$ cat src/rtl/muldiv_seq.sv
// Iterative RV32M multiply/divide sequencer: radix-2 shift-add multiply and
// restoring divide, one bit per cycle, with single-cycle fast paths for div-by-zero and overflow.
module muldiv_seq #(
    parameter int DW = 32,
    parameter int CW = $clog2(DW)
) (
    input  logic          clk,
    input  logic          rst,
    input  logic          valid_i,
    input  logic [2:0]    func3_i,
    input  logic [DW-1:0] op_a_i,
    input  logic [DW-1:0] op_b_i,
    input  logic          flush_i,
    output logic          ready_o,
    output logic          busy_o,
    output logic          done_o,
    output logic [DW-1:0] result_o
);

    typedef enum logic [1:0] {IDLE, CALC, DONE} state_t;

    localparam logic [DW-1:0] MIN_NEG = {1'b1, {(DW-1){1'b0}}};
    localparam logic [CW-1:0] LAST    = CW'(DW - 1);

    state_t          state_q, state_d;
    logic [CW-1:0]   cnt_q, cnt_d;
    logic [2:0]      func3_q, func3_d;
    logic            sign_a_q, sign_a_d;
    logic            sign_b_q, sign_b_d;
    logic [DW-1:0]   opb_q, opb_d;
    logic [2*DW-1:0] acc_q, acc_d;
    logic [DW-1:0]   result_q, result_d;

    logic            accept;
    logic            in_sign_a, in_sign_b;
    logic [DW-1:0]   in_mag_a, in_mag_b;
    logic            in_div_zero, in_ovf;
    logic [DW-1:0]   fast_res;

    logic [DW:0]     mul_sum;
    logic [DW:0]     rem_shift;
    logic            rem_ge;
    logic [DW-1:0]   rem_diff;
    logic [2*DW-1:0] step;
    logic [2*DW-1:0] prod_fix;
    logic [DW-1:0]   quot_fix, rem_fix;
    logic [DW-1:0]   fix_res;

    always_ff @(posedge clk) begin
        if (rst) begin
            state_q  <= IDLE;
            cnt_q    <= '0;
            func3_q  <= '0;
            sign_a_q <= 1'b0;
            sign_b_q <= 1'b0;
            opb_q    <= '0;
            acc_q    <= '0;
            result_q <= '0;
        end else begin
            state_q  <= state_d;
            cnt_q    <= cnt_d;
            func3_q  <= func3_d;
            sign_a_q <= sign_a_d;
            sign_b_q <= sign_b_d;
            opb_q    <= opb_d;
            acc_q    <= acc_d;
            result_q <= result_d;
        end
    end

    // Operand decode at accept: MULH/DIV/REM fully signed, MULHSU signed rs1 only.
    always_comb begin
        accept    = (state_q == IDLE) & valid_i & ~flush_i;
        in_sign_a = 1'b0;
        in_sign_b = 1'b0;
        case (func3_i)
            3'b001, 3'b100, 3'b110: begin
                in_sign_a = op_a_i[DW-1];
                in_sign_b = op_b_i[DW-1];
            end
            3'b010:  in_sign_a = op_a_i[DW-1];
            default: ;
        endcase
        in_mag_a    = in_sign_a ? -op_a_i : op_a_i;
        in_mag_b    = in_sign_b ? -op_b_i : op_b_i;
        in_div_zero = func3_i[2] & (op_b_i == '0);
        in_ovf      = func3_i[2] & ~func3_i[0] & (op_a_i == MIN_NEG) & (op_b_i == '1);
        if (in_div_zero)
            fast_res = func3_i[1] ? op_a_i : '1;
        else
            fast_res = func3_i[1] ? '0 : op_a_i;
    end

    // acc holds {partial product, multiplier} or {remainder, quotient}.
    always_comb begin
        mul_sum   = {1'b0, acc_q[2*DW-1:DW]} + (acc_q[0] ? {1'b0, opb_q} : '0);
        rem_shift = {acc_q[2*DW-1:DW], acc_q[DW-1]};
        rem_ge    = rem_shift >= {1'b0, opb_q};
        rem_diff  = rem_shift[DW-1:0] - opb_q;
        if (func3_q[2])
            step = {rem_ge ? rem_diff : rem_shift[DW-1:0], acc_q[DW-2:0], rem_ge};
        else
            step = {mul_sum, acc_q[DW-1:1]};

        prod_fix = (sign_a_q ^ sign_b_q) ? -step : step;
        quot_fix = (sign_a_q ^ sign_b_q) ? -step[DW-1:0] : step[DW-1:0];
        rem_fix  = sign_a_q ? -step[2*DW-1:DW] : step[2*DW-1:DW];
        case (func3_q)
            3'b000:                 fix_res = prod_fix[DW-1:0];
            3'b001, 3'b010, 3'b011: fix_res = prod_fix[2*DW-1:DW];
            3'b100, 3'b101:         fix_res = quot_fix;
            default:                fix_res = rem_fix;
        endcase
    end

    always_comb begin
        state_d = state_q;
        case (state_q)
            IDLE: if (accept) state_d = (in_div_zero | in_ovf) ? DONE : CALC;
            CALC: begin
                if (flush_i)
                    state_d = IDLE;
                else if (cnt_q == LAST)
                    state_d = DONE;
            end
            DONE:    state_d = IDLE;
            default: state_d = IDLE;
        endcase
    end

    always_comb begin
        cnt_d    = cnt_q;
        func3_d  = func3_q;
        sign_a_d = sign_a_q;
        sign_b_d = sign_b_q;
        opb_d    = opb_q;
        acc_d    = acc_q;
        result_d = result_q;
        if (state_q == IDLE && accept) begin
            cnt_d    = '0;
            func3_d  = func3_i;
            sign_a_d = in_sign_a;
            sign_b_d = in_sign_b;
            opb_d    = in_mag_b;
            acc_d    = {{DW{1'b0}}, in_mag_a};
            if (in_div_zero | in_ovf)
                result_d = fast_res;
        end else if (state_q == CALC && !flush_i) begin
            acc_d = step;
            cnt_d = cnt_q + 1'b1;
            if (cnt_q == LAST)
                result_d = fix_res;
        end
    end

    always_comb begin
        ready_o = (state_q == IDLE);
        busy_o  = ((state_q == IDLE) & valid_i & ~flush_i) | (state_q == CALC);
        done_o  = (state_q == DONE);
    end

    assign result_o = result_q;

endmodule

$ cat config.mk
export PLATFORM = sky130hd
export DESIGN_NAME = muldiv_seq
export DESIGN_NICKNAME = d
export VERILOG_FILES = /design/src/rtl/muldiv_seq.sv
export SDC_FILE = /design/constraint.sdc
export NUM_CORES = 1
export LEC_CHECK = 0
export BUFFER_PORTS_ARGS = -buffer_cell sky130_fd_sc_hd__buf_2
export CELL_PAD_IN_SITES_DETAIL_PLACEMENT = 0
export CELL_PAD_IN_SITES_GLOBAL_PLACEMENT = 1
export CORE_UTILIZATION = 46
export CTS_CLUSTER_DIAMETER = 150
export CTS_CLUSTER_SIZE = 25
export DETAILED_ROUTE_END_ITERATION = 10
export PLACE_DENSITY = 0.9
export SYNTH_ARGS = -nofsm -noshare
export SYNTH_HDL_FRONTEND = slang
export SYNTH_SLANG_ARGS = --single-unit
$ cat constraint.sdc
create_clock -name clk -period 6.2 [get_ports clk]
set_input_delay 0 -clock clk [delete_from_list [all_inputs] [get_ports clk]]
set_output_delay 0 -clock clk [all_outputs]
set_load 0.01 [all_outputs]
==> results.yml <==
status:
  status: "completed"
worst_setup_path:
  rr_endpoint: "result_o[31]"
  slowest_stage: "o31ai_2"
  crit_path_max_incr_delay_ps: 630
  r2r.worst_path.cells: 17
  worst_ep_required_time_ps: 6550
  path_buf_inv: 1
  cpMostUsedCell: "a31oi_1"
  start_kind: "flop"
  crit_type: "flop to flop"
  worstSetupEndpointType: "flop"
  crit_arrival_ps: 5890
  crit_fanout: 7
  r2r-start: "acc_q[32]"
  worstPathCellList: "ha_1, inv_1, fa_1, nand2b_1, a21oi_1, a2111oi_4, o31ai_2, a31oi_1, o311a_1, xnor2_1, o21ai_1, nand4_2, or3_1, nor3_1, a31oi_1, a211o_1, a311oi_1"
  reg2reg_slack_ps: 660
  path_delay_family: "compound AO/OA/AOI/OAI gates"
worst_hold_path:
  hold_path.class: "input pin to flop"
  holdPathStages: 5
  worstHoldStart: "op_a_i[3]"
  holdPathEnd: "result_o[3]"
clocking:
  path_clk_slew_ps: 70
  clock_latency_ps: 450
  post_cts_resized: 0
  cts_tree: "built"
  htree_levels: 4
  clock-sinks: 140
  cts_buffers: 17
  cts_hold_buffers: 37
  post-cts-setup-buffers: 0
  cts_buffer_depth: 2
  cts_root_buf: "clkbuf_16"
finish:
  fin_cells: 2630
  multi_input_area_sq_um: 11400
  area_growth_pct: 12.4
  utilization_pct: 53.0
  layout-drive-gt1-share_pct: 11.7
  layout_common_cells: "nor2_1 (257), nand2_1 (214), a21oi_1 (191), dfxtp_1 (139), o21ai_0 (118)"
  layout_commonest_cell: "nor2_1"
  final_area_sq_um: 16900
  antennaDiodeCount: 0
  fillers: 3256
  regArea_sq_um: 2810
  nets: 2326
sta:
  worstMarginPinSlew_ps: 1290
  setup_viol: 0
  rsz0062_at_grt: "no"
  min_period_ps: 5540
  finalCritPeriodShare_pct: 89.3
  clock.fmax_mhz: 181
  final-max-slew-violation-count: 0
  hold_viol_final: 0
  relSlewSlack_pct: 14.2
  fin_skew_ps: 12.6
  setup-tns-final_ps: 0
routing:
  vias: 17000
  ant_nets: 0
  post_drt_wl_per_cell_microns: 23.1
  detail_route.iter0.violations: 1951
  vias_per_cell: 6.45
  drt-total-wl_microns: 60800
  dr.pass1.iters: 7
  drc_errors: 0
pwr:
  power_density_nw_per_um2: 181
  vdd_drop_max_v: 0.000184
  power.leakage_nw: 6.56
synthesis:
  yosysTopAreaCellShare_pct: 18.7
  synth_edf_count: 0
  syn_inst: 2110
  synth_cell_types: 99
  yosys_register_bits: 140
  synthArstFlopShare_pct: 0
  avgSynthCellArea_sq_um: 7.12
  synth_flop_cell: "dfxtp_1"
  ys_seq_area_share_pct: 18.7
  synth_top_area_cell: "dfxtp_1"
  synthTopCellsByArea: "dfxtp_1 (19%), nor2_1 (6.5%), a21oi_1 (6.4%), ha_1 (5.9%), xor2_1 (5.5%)"
  ys_warn_count: 0
  syn_nets: 2254
  syn_area_sq_um: 15000
global_routing:
  grt_max_degree: 79
  antenna_found_initial: 1
  grt_pass1_wl_microns: 93000
  grt_usage_pct: 36.3
  grt_overflow: 0
  grt_pass1_vias: 15700
floorplanning:
  die_area_sq_um: 33400
  die_w_microns: 183
  die_h_microns: 183
  initial_core_util_pct: 47.1
  ioPinCount: 106
  rows: 65
  fp.coreArea_sq_um: 31900
place:
  gp_congestion: 1.02
  dpl.cell_count: 2561
  place_area_sq_um: 15900
  dp_hpwl_microns: 46200
  port_buffers: 105
job:
  max-cap-violations: 0
==> synthesized netlist by cell type (23+ instances only) <==
library cell / number
dfxtp_1: 140
maj3_1: 27
mux2i_1: 34
nand4_1: 37
and2_1: 38
nor2_1: 259
a31oi_1: 33
a211oi_1: 60
xor2_1: 95
inv_1: 71
nor3_1: 52
a21oi_1: 192
clkbuf_1: 92
xnor2_1: 84
a221oi_1: 26
ha_1: 71
o21ai_0: 118
nand2_1: 215
nand3_1: 45
o31ai_1: 23
==> per-stage QoR <==
stage          worst slack (ps)  hold WS (ps)  power [mW]
6_report                    662          13.8        3.05
2_1_floorplan              1470           136        1.63
5_1_grt                     363          51.2        3.15
4_1_cts                     811          6.79        3.01
3_3_place_gp                964           255        1.95
3_5_place_dp                807           266        1.95
==> layout make-up <==
class | instances | area share, %
Clock buffer | 20 | 2.76
Clock inverter | 12 | 0.667
Inverter | 72 | 1.60
Multi-Input combinational cell | 1761 | 67.7
Sequential cell | 140 | 16.6
Tap cell | 435 | 3.22
Timing Repair Buffer | 190 | 7.46
==> tightest hold or removal path, delay by kind of cell <==
family	cells	cell delay, ps
buf+inv	1	140
simple gates	3	200
compound gates	1	60
==> routing by layer <==
layer / global-route usage [%] / share of wire [%] / routed length (microns)
met5: 0 / 0.021 / 13
met4: 13.6 / 3.8 / 2280
met3: 7.52 / 9.8 / 5930
met2: 54.3 / 42 / 25600
met1: 50.6 / 44 / 27000
==> where the power goes <==
part	total, mW	switching, mW	internal [mW]
logic	1.01	0.663	0.350
clock network	1.06	0.473	0.586
registers	0.979	0.0479	0.931
==> how the worst max path moves through the flow <==
stage / startpoint / end / slack [ps] / depth (start not counted)
2_1_floorplan: func3_q[2] / result_o[18] / 1470 / 19
3_3_place_gp: acc_q[0] / result_o[31] / 960 / 18
3_5_place_dp: acc_q[0] / result_o[31] / 810 / 18
4_1_cts: acc_q[0] / result_o[31] / 810 / 18
5_1_grt: acc_q[0] / result_o[31] / 360 / 18
6_report: acc_q[32] / result_o[31] / 660 / 17
==> state kept, by name, summed over array words and instances, names as in the netlist <==
name	flops
acc_q	64
opb_q	32
result_o	32
cnt_q	5
func3_q	3
state_q	2
sign_a_q	1
sign_b_q	1
==> cell families (layout without fill, tap and decap cells) <==
logic type               after synthesis  count (layout)  synth area share [%]
flip-flops                           140             140                  18.7
AND/OR/NAND/NOR                      784             784                  24.7
buffers and inverters                209             294                  5.58
XOR/XNOR                             179             179                  10.4
adder cells (fa/ha/maj)              100             100                  7.98
multiplexers                          52              52                  3.63
AO/OA/AOI/OAI                        646             646                  29.0
No activity file was read; power rests on OpenSTA's default activity.
